--- config.mk ---
export PLATFORM = sky130hd
export DESIGN_NAME = cart_bus_ctrl
export DESIGN_NICKNAME = d
export VERILOG_FILES = /design/src/rtl/cart_bus_pkg.sv /design/src/rtl/cart_phi_gen.sv /design/src/rtl/cart_bus_ctrl.sv
export SDC_FILE = /design/constraint.sdc
export NUM_CORES = 1
export LEC_CHECK = 0
export CORE_MARGIN = 1
export CORE_UTILIZATION = 43
export CTS_BUF_LIST = sky130_fd_sc_hd__clkbuf_4
export DETAILED_ROUTE_END_ITERATION = 8
export PLACE_DENSITY = 0.85
export SETUP_SLACK_MARGIN = 0.05
export SYNTH_ARGS = -nofsm -noshare
export SYNTH_HDL_FRONTEND = slang
export SYNTH_SLANG_ARGS = --single-unit
--- constraint.sdc ---
create_clock -name clk_8m -period 1.77 [get_ports clk_8m]
set_input_delay 0.2655 -clock clk_8m [delete_from_list [all_inputs] [get_ports clk_8m]]
set_output_delay 0.2655 -clock clk_8m [all_outputs]
set_load 0.02 [all_outputs]
--- src/rtl/cart_bus_pkg.sv ---
// Shared types and constants for the cartridge bus controller.
package cart_bus_pkg;

  typedef enum logic [1:0] {
    IDLE,
    SETUP,
    STROBE,
    HOLD
  } state_t;

  typedef enum logic {
    READ,
    WRITE
  } op_t;

  localparam logic [15:0] CART_RAM_LO = 16'hA000;
  localparam logic [15:0] CART_RAM_HI = 16'hFDFF;

  function automatic logic in_ram_window(input logic [15:0] addr);
    return (addr >= CART_RAM_LO) && (addr <= CART_RAM_HI);
  endfunction

endpackage

--- src/rtl/cart_phi_gen.sv ---
// Free-running cart PHI clock: clk_8m / PHI_DIV, low for the first half of each period.
module cart_phi_gen #(
  parameter int unsigned PHI_DIV = 8
) (
  input  logic clk_8m,
  input  logic rst,
  output logic cart_phi
);

  localparam int unsigned CW = $clog2(PHI_DIV);

  logic [CW-1:0] cnt;
  logic [CW-1:0] cnt_n;

  always_comb begin
    cnt_n = (cnt == CW'(PHI_DIV - 1)) ? '0 : cnt + CW'(1);
  end

  // Output registered from the next count so cart_phi tracks cnt without a comb path.
  always_ff @(posedge clk_8m) begin
    if (rst) begin
      cnt      <= '0;
      cart_phi <= 1'b0;
    end else begin
      cnt      <= cnt_n;
      cart_phi <= (cnt_n >= CW'(PHI_DIV / 2));
    end
  end

endmodule

--- src/rtl/cart_bus_ctrl.sv ---
// Turns one-cycle ROM read/write requests into timed Game Boy cartridge bus cycles.
module cart_bus_ctrl
  import cart_bus_pkg::*;
#(
  parameter int unsigned SETUP_CYC  = 1,
  parameter int unsigned STROBE_CYC = 3,
  parameter int unsigned HOLD_CYC   = 1,
  parameter int unsigned PHI_DIV    = 8
) (
  input  logic        clk_8m,
  input  logic        rst,
  input  logic [15:0] rom_addr,
  input  logic        rom_rd,
  input  logic        rom_wr,
  input  logic [7:0]  rom_wdata,
  output logic [7:0]  rom_data,
  output logic        rom_bsy,
  output logic [15:0] cart_a,
  input  logic [7:0]  cart_d_in,
  output logic [7:0]  cart_d_out,
  output logic        cart_d_oe,
  output logic        cart_rd_n,
  output logic        cart_wr_n,
  output logic        cart_cs_n,
  output logic        cart_phi
);

  localparam int unsigned MAX_A   = (SETUP_CYC > STROBE_CYC) ? SETUP_CYC : STROBE_CYC;
  localparam int unsigned MAX_CYC = (MAX_A > HOLD_CYC) ? MAX_A : HOLD_CYC;
  localparam int unsigned CW      = $clog2(MAX_CYC + 1);

  localparam logic [CW-1:0] SETUP_LD  = CW'(SETUP_CYC - 1);
  localparam logic [CW-1:0] STROBE_LD = CW'(STROBE_CYC - 1);
  localparam logic [CW-1:0] HOLD_LD   = CW'(HOLD_CYC - 1);

  state_t        state, state_n;
  op_t           op, op_n;
  logic [CW-1:0] cnt, cnt_n;
  logic [15:0]   cart_a_n;
  logic [7:0]    cart_d_out_n;
  logic          cart_d_oe_n;
  logic [7:0]    rom_data_n;

  always_ff @(posedge clk_8m) begin
    if (rst) begin
      state      <= IDLE;
      op         <= READ;
      cnt        <= '0;
      cart_a     <= '0;
      cart_d_out <= '0;
      cart_d_oe  <= 1'b0;
      rom_data   <= '0;
    end else begin
      state      <= state_n;
      op         <= op_n;
      cnt        <= cnt_n;
      cart_a     <= cart_a_n;
      cart_d_out <= cart_d_out_n;
      cart_d_oe  <= cart_d_oe_n;
      rom_data   <= rom_data_n;
    end
  end

  always_comb begin
    state_n      = state;
    op_n         = op;
    cnt_n        = cnt;
    cart_a_n     = cart_a;
    cart_d_out_n = cart_d_out;
    cart_d_oe_n  = cart_d_oe;
    rom_data_n   = rom_data;
    case (state)
      IDLE: begin
        // Read has priority; a simultaneous write is dropped.
        if (rom_rd || rom_wr) begin
          cart_a_n = rom_addr;
          if (rom_rd) begin
            op_n = READ;
          end else begin
            op_n         = WRITE;
            cart_d_out_n = rom_wdata;
            cart_d_oe_n  = 1'b1;
          end
          if (SETUP_CYC == 0) begin
            state_n = STROBE;
            cnt_n   = STROBE_LD;
          end else begin
            state_n = SETUP;
            cnt_n   = SETUP_LD;
          end
        end
      end
      SETUP: begin
        if (cnt == '0) begin
          state_n = STROBE;
          cnt_n   = STROBE_LD;
        end else begin
          cnt_n = cnt - CW'(1);
        end
      end
      STROBE: begin
        if (cnt == '0) begin
          if (op == READ) rom_data_n = cart_d_in;
          if (HOLD_CYC == 0) begin
            state_n     = IDLE;
            cart_d_oe_n = 1'b0;
          end else begin
            state_n = HOLD;
            cnt_n   = HOLD_LD;
          end
        end else begin
          cnt_n = cnt - CW'(1);
        end
      end
      HOLD: begin
        if (cnt == '0) begin
          state_n     = IDLE;
          cart_d_oe_n = 1'b0;
        end else begin
          cnt_n = cnt - CW'(1);
        end
      end
      default: state_n = IDLE;
    endcase
  end

  always_comb begin
    rom_bsy   = (state != IDLE) || rom_rd || rom_wr;
    cart_rd_n = !((state == STROBE) && (op == READ));
    cart_wr_n = !((state == STROBE) && (op == WRITE));
    cart_cs_n = !((state != IDLE) && in_ram_window(cart_a));
  end

  cart_phi_gen #(
    .PHI_DIV(PHI_DIV)
  ) u_phi (
    .clk_8m  (clk_8m),
    .rst     (rst),
    .cart_phi(cart_phi)
  );

endmodule

==> metrics.md, run 1 <==
| Metric | Value |
|---|---|
| Slew Viols, Final | `0` |
| Max cap viols | `0` |
| Max layer used | `met4` |
| Worst path max stage delay | `~0.63 ns` |
| Wire per inst | `between 10 and 15 um` |
| H-tree levels | `2` |
| Leak pwr | `~1.1 nW` |
| Post-synthesis xor/xnor area fraction | `0%` |
| Critical Path Fanout Max | `4` |
| Post-Syn Nets | `230` |
| Post-synth top area share | `49.03%` |
| Die Wd | `approximately 64 um` |
| Post-Synth Adder-Cell Area | `approximately 6.7%` |
| Io pins | `74` |
| Worst setup EP type | `output port` |
| Initial antenna violation count | `0` |
| I/O Buffers | `73` |
| Final net count | `between 300 and 400` |
| First-pass GRT wire length | `between 6 and 7 mm` |
| Multi-input logic area | `between 800 and 900 um^2` |
| CTS Root Cell | `clkbuf_4` |
| Layout area overhead | `57.77%` |
| CTS tree | `built` |
| Simple-gate portion of the synthesized area | `between 10% and 20%` |
| Worst-Skew Late Latency | `between 0.3 and 0.4 ns` |
| Via-to-Cell Ratio | `~5` |
| Critical path, cell by cell | `clkdlybuf4s50_1` |
| Critical path launch point type | `register` |
| Placed Cells | `roughly 310` |
| Pre-CTS WS | `-0.1082 ns` |
| Final Cell Area | `about 0.0026 mm^2` |
| Final hold viol count | `0` |
| Pwr dens | `~1300 mW/mm^2` |
| Vert. Die Dim | `between 60 and 70 um` |
| CTS Sinks | `41` |
| Proportion of synthesized area in mux cells | `10.16%` |
| Vias in the first global route | `~1,500` |
| Tot Pwr | `3.337 mW` |
| DR iter-0 viols | `47` |
| Post-route ant nets | `0` |
| Detailed-route wire length | `approximately 3.9 mm` |
| CTS Buf Count | `5` |
| Yosys cell types | `28` |
| Finish-stage setup viols | `0` |
| Setup CP Type | `reg -> out` |
| Final Skew | `0.007231 ns` |
| Synth area leader | `dfxtp_1` |
| Most frequent cell after synthesis | `dfxtp_1` |
| Post-Synthesis Cells | `185` |
| EDFF count, synth | `0` |
| Starting Density | `between 40% and 50%` |
| Mean Syn Cell Area | `9.049 um^2` |
| Slew @ Worst Pin | `~0.53 ns` |
| Slowest CP cell | `clkdlybuf4s50_1` |
| Peak Freq | `about 600 MHz` |
| Synth Warn # | `0` |
| Largest net degree at the start of global routing | `29` |
| Cts hold-fix bufs | `0` |
| Routed wl met3 | `350 um` |
| Cell row count | `22` |
| FF/Latch Area | `825.8 um^2` |
| Dominant cells by area after synthesis | `dfxtp_1 (49%), mux2i_1 (10%), nand2_1 (8.3%), ha_1 (6.7%), a21oi_1 (6.3%)` |
| Die area | `between 0.004 and 0.005 mm^2` |
| Buffers & Inverters on Critical Path | `1` |
| Hold Path Class | `in -> reg` |
| Crit path max-delay family | `buffers and inverters` |
| Vias | `roughly 1,600` |
| Congestion Overflow GR | `0` |
| Worst EP arrival | `about 1.4 ns` |
| Post-route setup slack | `around 0.10 ns` |
| DRT Pass-1 Iters | `4` |
| Placed cell areas | `approximately 0.0025 mm^2` |
| Synthesis-stage register bit count | `around 40` |
| DRC Markers | `0` |
| Worst slew margin | `~65%` |
| Inserted Diodes | `0` |
| Fin crit share | `a little over nine tenths` |
| Post-synthesis compound-gate area fraction | `a little under an eighth` |
| Async SR Flop Fraction | `0%` |
| GRT Total Usage | `20.10%` |
| Status | `complete, no violations` |
| DR WL met2 | `roughly 2 mm` |
| Share of layout cells above drive strength 1 | `12.96%` |
| Synthesized area | `between 0.0015 and 0.002 mm^2` |
| Hpwl dp | `between 2 and 3 mm` |
| CP required | `around 1.5 ns` |
| Clock slew at reported path FFs | `0.11 ns` |
| Main flop type after synthesis | `dfxtp_1` |
| RSZ-0062 raised after global routing | `yes` |
| Worst-case vdd ir drop | `roughly 0.00067 V` |
| GPL Wtd Cong | `around 0.85` |
| TNS Setup | `0 ns` |
| Final Critical Period | `around 1.7 ns` |
| Fin Hold WS | `approximately 0.45 ns` |
| Clock Path Buffers | `2` |
| WL met1 | `around 1.5 mm` |
| Main combinational cell family by area after synthesis | `simple AND/OR/NAND/NOR gates` |
| Core area | `between 0.003 and 0.004 mm^2` |
| Seq/Total Area, Yosys | `about half` |
| Non-filler cells, final | `~320` |
| Post-synth top cells | `dfxtp_1 (41), nand2_1 (37), a21oi_1 (21)` |
| Fill cells | `291` |
| Final Util | `between 70% and 80%` |
[per-layer routing]
metal / GRT usage (%) / vias up
met5: 0 / -
met3: 6.607 / 7
met2: 37.89 / 64
li1: - / 788
met1: 19.56 / 698
met4: 8.889 / 0
[registers in the layout (all words and copies together), names as in the netlist]
name	flops
cart_d_oe	1
cart_d_out	8
state	2
cnt	2
op	1
rom_data	8
u_phi.cnt	3
cart_a	16
[final cells by class]
cell class	instances	area share [%]
multi-input combinational	127	31.17
timing repair buffer	86	31.17
clock buffer	6	1.705
clock inverter	2	1.279
tap	48	2.274
sequential	41	31.26
inverter	8	1.137
[worst paths after layout]
kind | startpoint | slack, ns | end | cells after the start
hold reg to reg | u_phi.cnt[0]$_SDFF_PP0_ | 0.46 | u_phi.cnt[0]$_SDFF_PP0_ | 1
setup / recovery | cart_a[13]$_SDFFE_PP0P_ | 0.10 | cart_a[13] | 1
setup reg to reg | state[1]$_SDFFE_PP0P_ | 0.13 | state[0]$_SDFFE_PP0P_ | 5
hold / removal | rom_addr[7] | 0.45 | cart_a[7]$_SDFFE_PP0P_ | 3
[kinds of logic (layout without fill, tap and decap cells)]
group	count (synthesis)	count (layout)
AND/OR/NAND/NOR	68	68
flip-flops	41	41
buffers and inverters	17	102
adder cells (fa/ha/maj)	9	9
multiplexers	17	17
AO/OA/AOI/OAI	33	33
[power by group]
group / leakage (nW) / switching (mW) / internal, mW
clock: 0.0433 / 0.287 / 0.309
sequential: 0.337 / 0.121 / 1.12
combinational: 0.764 / 0.756 / 0.748
total: 1.14 / 1.16 / 2.17
[timing repair]
action / in CTS / in global routing
endpoints found under the hold margin: 0 / 0
setup buffers: 0 / 2
pin swaps: 0 / 1
resized for setup: 13 / 15
endpoints found under the setup margin: 4 / 20
[layout by cell type (no fill, tap or decap), drive strengths merged, types with 2 or more instances in the layout]
cell type and count:
nor3b 2, o21ai 4, nand2b 2, inv 8, nor2b 2, clkbuf 9, nor2 16, a21oi 21
ha 9, nand3b 3, a211o 3, buf 14, dfxtp 41, nand2 37, mux2i 17, clkdlybuf4s50 69
No activity file was read; power rests on OpenSTA's default activity.
==> inputs of run 2 (changes only) <==
==> constraint.sdc (replaced) <==
create_clock -name clk_8m -period 1.77 [get_ports clk_8m]
set_input_delay 0.4425 -clock clk_8m [delete_from_list [all_inputs] [get_ports clk_8m]]
set_output_delay 0.4425 -clock clk_8m [all_outputs]
set_load 0.02 [all_outputs]
==> run 2 against run 1 <==
The flow now finishes with violations (negative setup slack); total power is 3.5% lower; utilization grew 1.4 points; critical path depth up 4; wire length grew 2.8%; final cell count grew 2.8%; sequential share of layout area down 0.69 points; largest power group unchanged.
==> metrics.md, run 2 (synthesis results as in run 1) <==
| Metric | Value |
|---|---|
| Status | `finished, violations left` |
| Failing checks | `negative setup slack` |
| Worst-Skew Late Latency | `between 0.3 and 0.4 ns` |
| Worst setup EP type | `output port` |
| Wire per inst | `12.33 um` |
| Clock Path Buffers | `2` |
| Worst EP arrival | `about 1.4 ns` |
| Most common cell after layout, fill and taps aside | `dfxtp_1` |
| Final Critical Period | `around 1.8 ns` |
| Placed Cells | `around 320` |
| Slew Viols, Final | `0` |
| Logic gate share of total power | `between 40% and 50%` |
| RSZ-0062 raised after global routing | `yes` |
| Die Wd | `64.40 um` |
| Hold Path Class | `reg -> reg` |
| Die area | `between 0.004 and 0.005 mm^2` |
| Critical Path Fanout Max | `2` |
| Final hold viol count | `0` |
| Biggest regs | `cart_a x16, cart_d_out x8, rom_data x8` |
| Fin Hold WS | `0.4526 ns` |
| Post-route setup slack | `-0.02374 ns` |
| FF/Latch Area | `just over 800 um^2` |
| Biggest register | `cart_a` |
| CTS Root Cell | `clkbuf_4` |
| Detailed-route wire length | `4.031 mm` |
| Congestion Overflow GR | `0` |
| Cell row count | `22` |
| Max cap viols | `0` |
| Max layer used | `met4` |
| Seq pwr share | `a little under two fifths` |
| Clock slew at reported path FFs | `roughly 0.13 ns` |
| Crit path max-delay family | `buffers and inverters` |
| I/O Buffers | `73` |
| Largest net degree at the start of global routing | `17` |
| Multi-input logic area | `837.1 um^2` |
| Post-route ant nets | `0` |
| Finish-stage setup viols | `2` |
| WL met1 | `roughly 1.6 mm` |
| Slew @ Worst Pin | `~0.55 ns` |
| CTS tree | `built` |
| Pwr dens | `roughly 1200 mW/mm^2` |
| Leak pwr | `1.332 nW` |
| Worst-case vdd ir drop | `just over 0.0006 V` |
| First-pass GRT wire length | `about 6.6 mm` |
| Worst path max stage delay | `roughly 0.46 ns` |
| Io pins | `74` |
| Hold Startpoint | `u_phi.cnt[0]$_SDFF_PP0_` |
| Hpwl dp | `~3.0 mm` |
| Setup CP Type | `in -> out` |
| Clock share of power | `around 14%` |
| Flop-to-flop setup slack | `around 0.15 ns` |
| H-tree levels | `2` |
| Routed wl met3 | `approximately 360 um` |
| Non-filler cells, final | `around 330` |
| Starting Density | `about 45%` |
| Critical path depth | `5` |
| Hold path depth | `1` |
| Critical path launch point type | `primary input` |
| CTS Buf Count | `5` |
| GPL Wtd Cong | `~0.8` |
| Sw Share | `a little under two fifths` |
| Fill cells | `between 300 and 400` |
| DR WL met2 | `between 1.5 and 2 mm` |
| Fin crit share | `101.3%` |
| Final net count | `approximately 320` |
| Inserted Diodes | `0` |
| DRT Pass-1 Iters | `4` |
| CP required | `between 1 and 1.5 ns` |
| Cts hold-fix bufs | `0` |
| Core area | `around 0.0037 mm^2` |
| DR iter-0 viols | `74` |
| Layout area overhead | `60.84%` |
| Critical path, cell by cell | `clkdlybuf4s50_1, nor3b_2, buf_4, inv_2, buf_6` |
| Vias in the first global route | `approximately 1,500` |
| CTS Sinks | `about 40` |
| Final Skew | `slightly below 0.01 ns` |
| Commonest non-fill, non-tap cells in the layout | `dfxtp_1 (39), nand2_1 (37), clkdlybuf4s50_1 (35)` |
| Slowest CP cell | `clkdlybuf4s50_1` |
| Share of layout cells above drive strength 1 | `approximately 17%` |
| Initial antenna violation count | `0` |
| Int Pwr | `between 2 and 2.5 mW` |
| Vert. Die Dim | `between 60 and 70 um` |
| Worst slew margin | `63.62%` |
| GRT Total Usage | `between 20% and 30%` |
| DRC Markers | `0` |
| Critical path origin | `rom_wr` |
| Via-to-Cell Ratio | `4.865` |
| Vias | `roughly 1,600` |
| Cells on worst reg2reg path | `7` |
| Buffers & Inverters on Critical Path | `4` |
| Largest register FFs | `16` |
| P_sw | `around 1.2 mW` |
| Peak Freq | `557.5 MHz` |
| Worst r2r src | `state[0]$_SDFFE_PP0P_` |
## run 2: changes by cell type in the layout (fill, tap and decap cells not counted), sizes merged
cell / previous run / this run
buf: 14 / 26
bufinv: 1 / 0
clkinv: 1 / 3
clkbuf: 9 / 5
clkdlybuf4s50: 69 / 35
dlygate4sd2: 0 / 34
## run 2: cell type report
class,count,share of cell area (%)
clock buffers,5,1.394
multi-input cells,127,31.09
flip-flops and latches,41,30.58
clock inverters,3,0.6506
well taps,48,2.230
inverters,8,1.115
repair buffers,95,32.95
## run 2: metrics by stage
stage / utilization, % / setup TNS [ns] / cell area [um^2] / worst slack (ns) / total power [mW]
floorplan: - / 0 / 1674 / 0.1905 / 2.042
global placement: 70.05 / -2.205 / 2584 / -0.5070 / 2.700
detailed placement: 70.05 / -2.406 / 2584 / -0.4399 / 2.736
CTS: 71.98 / -0.1161 / 2655 / -0.04861 / 3.212
global route: 73.00 / -0.2156 / 2693 / -0.08341 / 3.445
finish: 73.00 / -0.03983 / 2693 / -0.02374 / 3.221
## run 2: metal layers
metal  GRT usage (%)  vias up
li1                -      801
met1           23.09      717
met2           34.74       67
met3           8.214        6
met4           8.333        0
met5               0        -
## run 2: power by group through the flow
stage	Clock, mW	Combinational, mW	Sequential (mW)
CTS	0.478	1.52	1.22
global route	0.510	1.69	1.24
global placement	0	1.47	1.23
finish	0.454	1.55	1.22
floorplan	0	0.620	1.42
detailed placement	0	1.50	1.24
## run 2: path summary, 6_finish.rpt
path,endpoint
hold / removal,u_phi.cnt[0]$_SDFF_PP0_
setup / recovery,rom_bsy
setup reg to reg,state[0]$_SDFFE_PP0P_
hold reg to reg,u_phi.cnt[0]$_SDFF_PP0_
## run 2: timing repair
item                       in CTS  in global routing
buffers inserted                2                  1
gates resized for setup        69                  6
setup endpoints to repair      46                  9
pin swaps                       3                  3
==> inputs of run 3 (changes only) <==
CORE_UTILIZATION = 39   (was 43)
PLACE_DENSITY = 0.81   (was 0.85)
clock period = 1.5 ns   (was 1.77 ns; I/O delays follow)
==> run 3 against run 2 <==
The flow still finishes with violations (negative setup slack); utilization shrank 2.3 points; flip-flop and latch count is the same; largest cell class unchanged; sequential power grew 20%; largest power group unchanged; non-clock buffer count increased by 15.
==> metrics.md, run 3 (synthesis results as in run 1) <==
| Metric | Value |
|---|---|
| Status | `finished, violations left` |
| Failing checks | `negative setup slack` |
| Clock slew at reported path FFs | `between 0.1 and 0.15 ns` |
| Final Skew | `between 0.007 and 0.008 ns` |
| Largest net degree at the start of global routing | `15` |
| Vias | `around 1,600` |
| Largest register FFs | `16` |
| Biggest register | `cart_a` |
| Cts hold-fix bufs | `0` |
| GRT Total Usage | `between 20% and 30%` |
| Non-filler cells, final | `about 340` |
| Worst-case vdd ir drop | `between 0.0006 and 0.0007 V` |
| Initial antenna violation count | `0` |
| CP required | `about 1.1 ns` |
| Final Util | `70.68%` |
| Worst EP arrival | `around 1.3 ns` |
| DRC Markers | `0` |
| Layout area overhead | `71.30%` |
| RSZ-0062 raised after global routing | `yes` |
| Clock Path Buffers | `2` |
| Slew @ Worst Pin | `~0.24 ns` |
| CTS Sinks | `between 40 and 50` |
| Share of layout cells above drive strength 1 | `27.99%` |
| Core area | `just over 0.004 mm^2` |
| Congestion Overflow GR | `0` |
| Commonest non-fill, non-tap cells in the layout | `nand2_1 (36), dfxtp_1 (34), clkdlybuf4s50_1 (34)` |
| Final hold viol count | `0` |
| FF/Latch Area | `~830 um^2` |
| Hpwl dp | `about 3.2 mm` |
| Critical Path Fanout Max | `3` |
| Starting Density | `41.26%` |
| Wire per inst | `12.85 um` |
| Worst path max stage delay | `~0.36 ns` |
| Fill cells | `about 330` |
| Slowest CP cell | `dfxtp_2` |
| Slew Viols, Final | `0` |
| Crit path max-delay family | `flip-flops` |
| Leak pwr | `roughly 1.4 nW` |
| Buffers & Inverters on Critical Path | `2` |
| Pwr dens | `1437 mW/mm^2` |
| Hold Path Class | `reg -> reg` |
| DR iter-0 viols | `46` |
| Worst slew margin | `a little over four fifths` |
| Multi-input logic area | `between 800 and 900 um^2` |
| Die area | `0.004558 mm^2` |
| Max cap viols | `0` |
| First-pass GRT wire length | `a little under 7 mm` |
| CTS Root Cell | `clkbuf_4` |
| Final net count | `approximately 340` |
| Detailed-route wire length | `roughly 4.4 mm` |
| Post-route setup slack | `-0.1798 ns` |
| H-tree levels | `2` |
| Crit-path most repeated cell | `buf_6` |
| I/O Buffers | `73` |
| Peak Freq | `just under 600 MHz` |
| Vias in the first global route | `approximately 1,600` |
| Io pins | `74` |
| Worst-Skew Late Latency | `around 0.34 ns` |
| CTS tree | `built` |
| Fin crit share | `112.0%` |
| Biggest regs | `cart_a x16, cart_d_out x8, rom_data x8` |
| Critical path launch point type | `register` |
| Post-route ant nets | `0` |
| Die Wd | `a little under 70 um` |
| Final Critical Period | `between 1.5 and 2 ns` |
| Worst setup EP type | `output port` |
| Placed Cells | `approximately 330` |
| GPL Wtd Cong | `slightly above 0.7` |
| Finish-stage setup viols | `22` |
| Critical path, cell by cell | `buf_6, ha_4, or2b_1, buf_6` |
| Inserted Diodes | `0` |
| CTS Buf Count | `5` |
| DRT Pass-1 Iters | `4` |
| Setup CP Type | `reg -> out` |
| Cell row count | `23` |
| Most common cell after layout, fill and taps aside | `nand2_1` |
| Via-to-Cell Ratio | `4.787` |
| Vert. Die Dim | `67.52 um` |
run 3: cell count changes in the layout (fill, tap and decap cells not counted), moves of 3 or more:
cell / previous run / this run
dlygate4sd2_1: 34 / 19
buf_2: 0 / 3
buf_6: 5 / 9
clkdlybuf4s15_1: 0 / 5
dfxtp_2: 2 / 7
buf_4: 19 / 30
clkbuf_2: 0 / 4
dfxtp_1: 39 / 34
o21ai_1: 0 / 3
o21ai_0: 3 / 0
run 3: report_power, final:
part           internal [mW]  switching [mW]
clock                  0.189           0.332
sequential              1.32           0.138
combinational           1.10            1.04
total                   2.61            1.51
run 3: worst paths after layout:
path                                              start  cells past startpoint  slack [ns]                        to
worst max-delay path              state[1]$_SDFFE_PP0P_                      4       -0.18                 cart_rd_n
worst min register to register  u_phi.cnt[0]$_SDFF_PP0_                      1        0.45   u_phi.cnt[0]$_SDFF_PP0_
worst min-delay path            u_phi.cnt[0]$_SDFF_PP0_                      1        0.45   u_phi.cnt[0]$_SDFF_PP0_
worst max register to register    state[1]$_SDFFE_PP0P_                      9       -0.12  rom_data[7]$_SDFFE_PP0P_
run 3: worst register-to-register path, delay by kind of cell (launching register included):
family	cells	cell delay, ns
buffers and inverters	5	0.64
DFF	1	0.35
and+or+nand+nor	2	0.19
muxes	1	0.19
adders and majority gates	1	0.15
run 3: routing by layer:
layer	part of all wire (%)	up-vias	track usage (%)
li1	-	832	-
met1	41	764	22.96
met2	53	36	35.89
met3	4.2	10	4.223
met4	1.9	0	9.309
met5	0	-	0
run 3: area by class of cell:
cell class	instances	area share, %
Tap cell	50	2.182
Inverter	8	1.134
Clock inverter	1	0.1309
Timing Repair Buffer	110	35.51
Multi-Input combinational cell	127	30.54
Sequential cell	41	28.93
Clock buffer	6	1.571
run 3: what timing repair did:
action	CTS	global route
gates cloned	0	1
endpoints found under the hold margin	0	0
setup buffers	3	4
gates resized for setup	95	30
pin swaps	7	7
setup endpoints to repair	49	31
run 3: through the flow:
step                      power (mW)  TNS (ns)  hold slack [ns]  worst slack (ns)  instance area (um^2)
after detailed placement       3.398    -5.268           0.4370           -0.5113                  2681
after global placement         3.338    -4.875           0.4171           -0.4971                  2681
final                          4.121    -1.800           0.4522           -0.1798                  2868
after floorplan                2.415  -0.01346           0.4043          -0.01346                  1682
after CTS                      4.007    -1.583           0.4533           -0.2072                  2800
after global routing           4.358    -3.089           0.4825           -0.2484                  2868
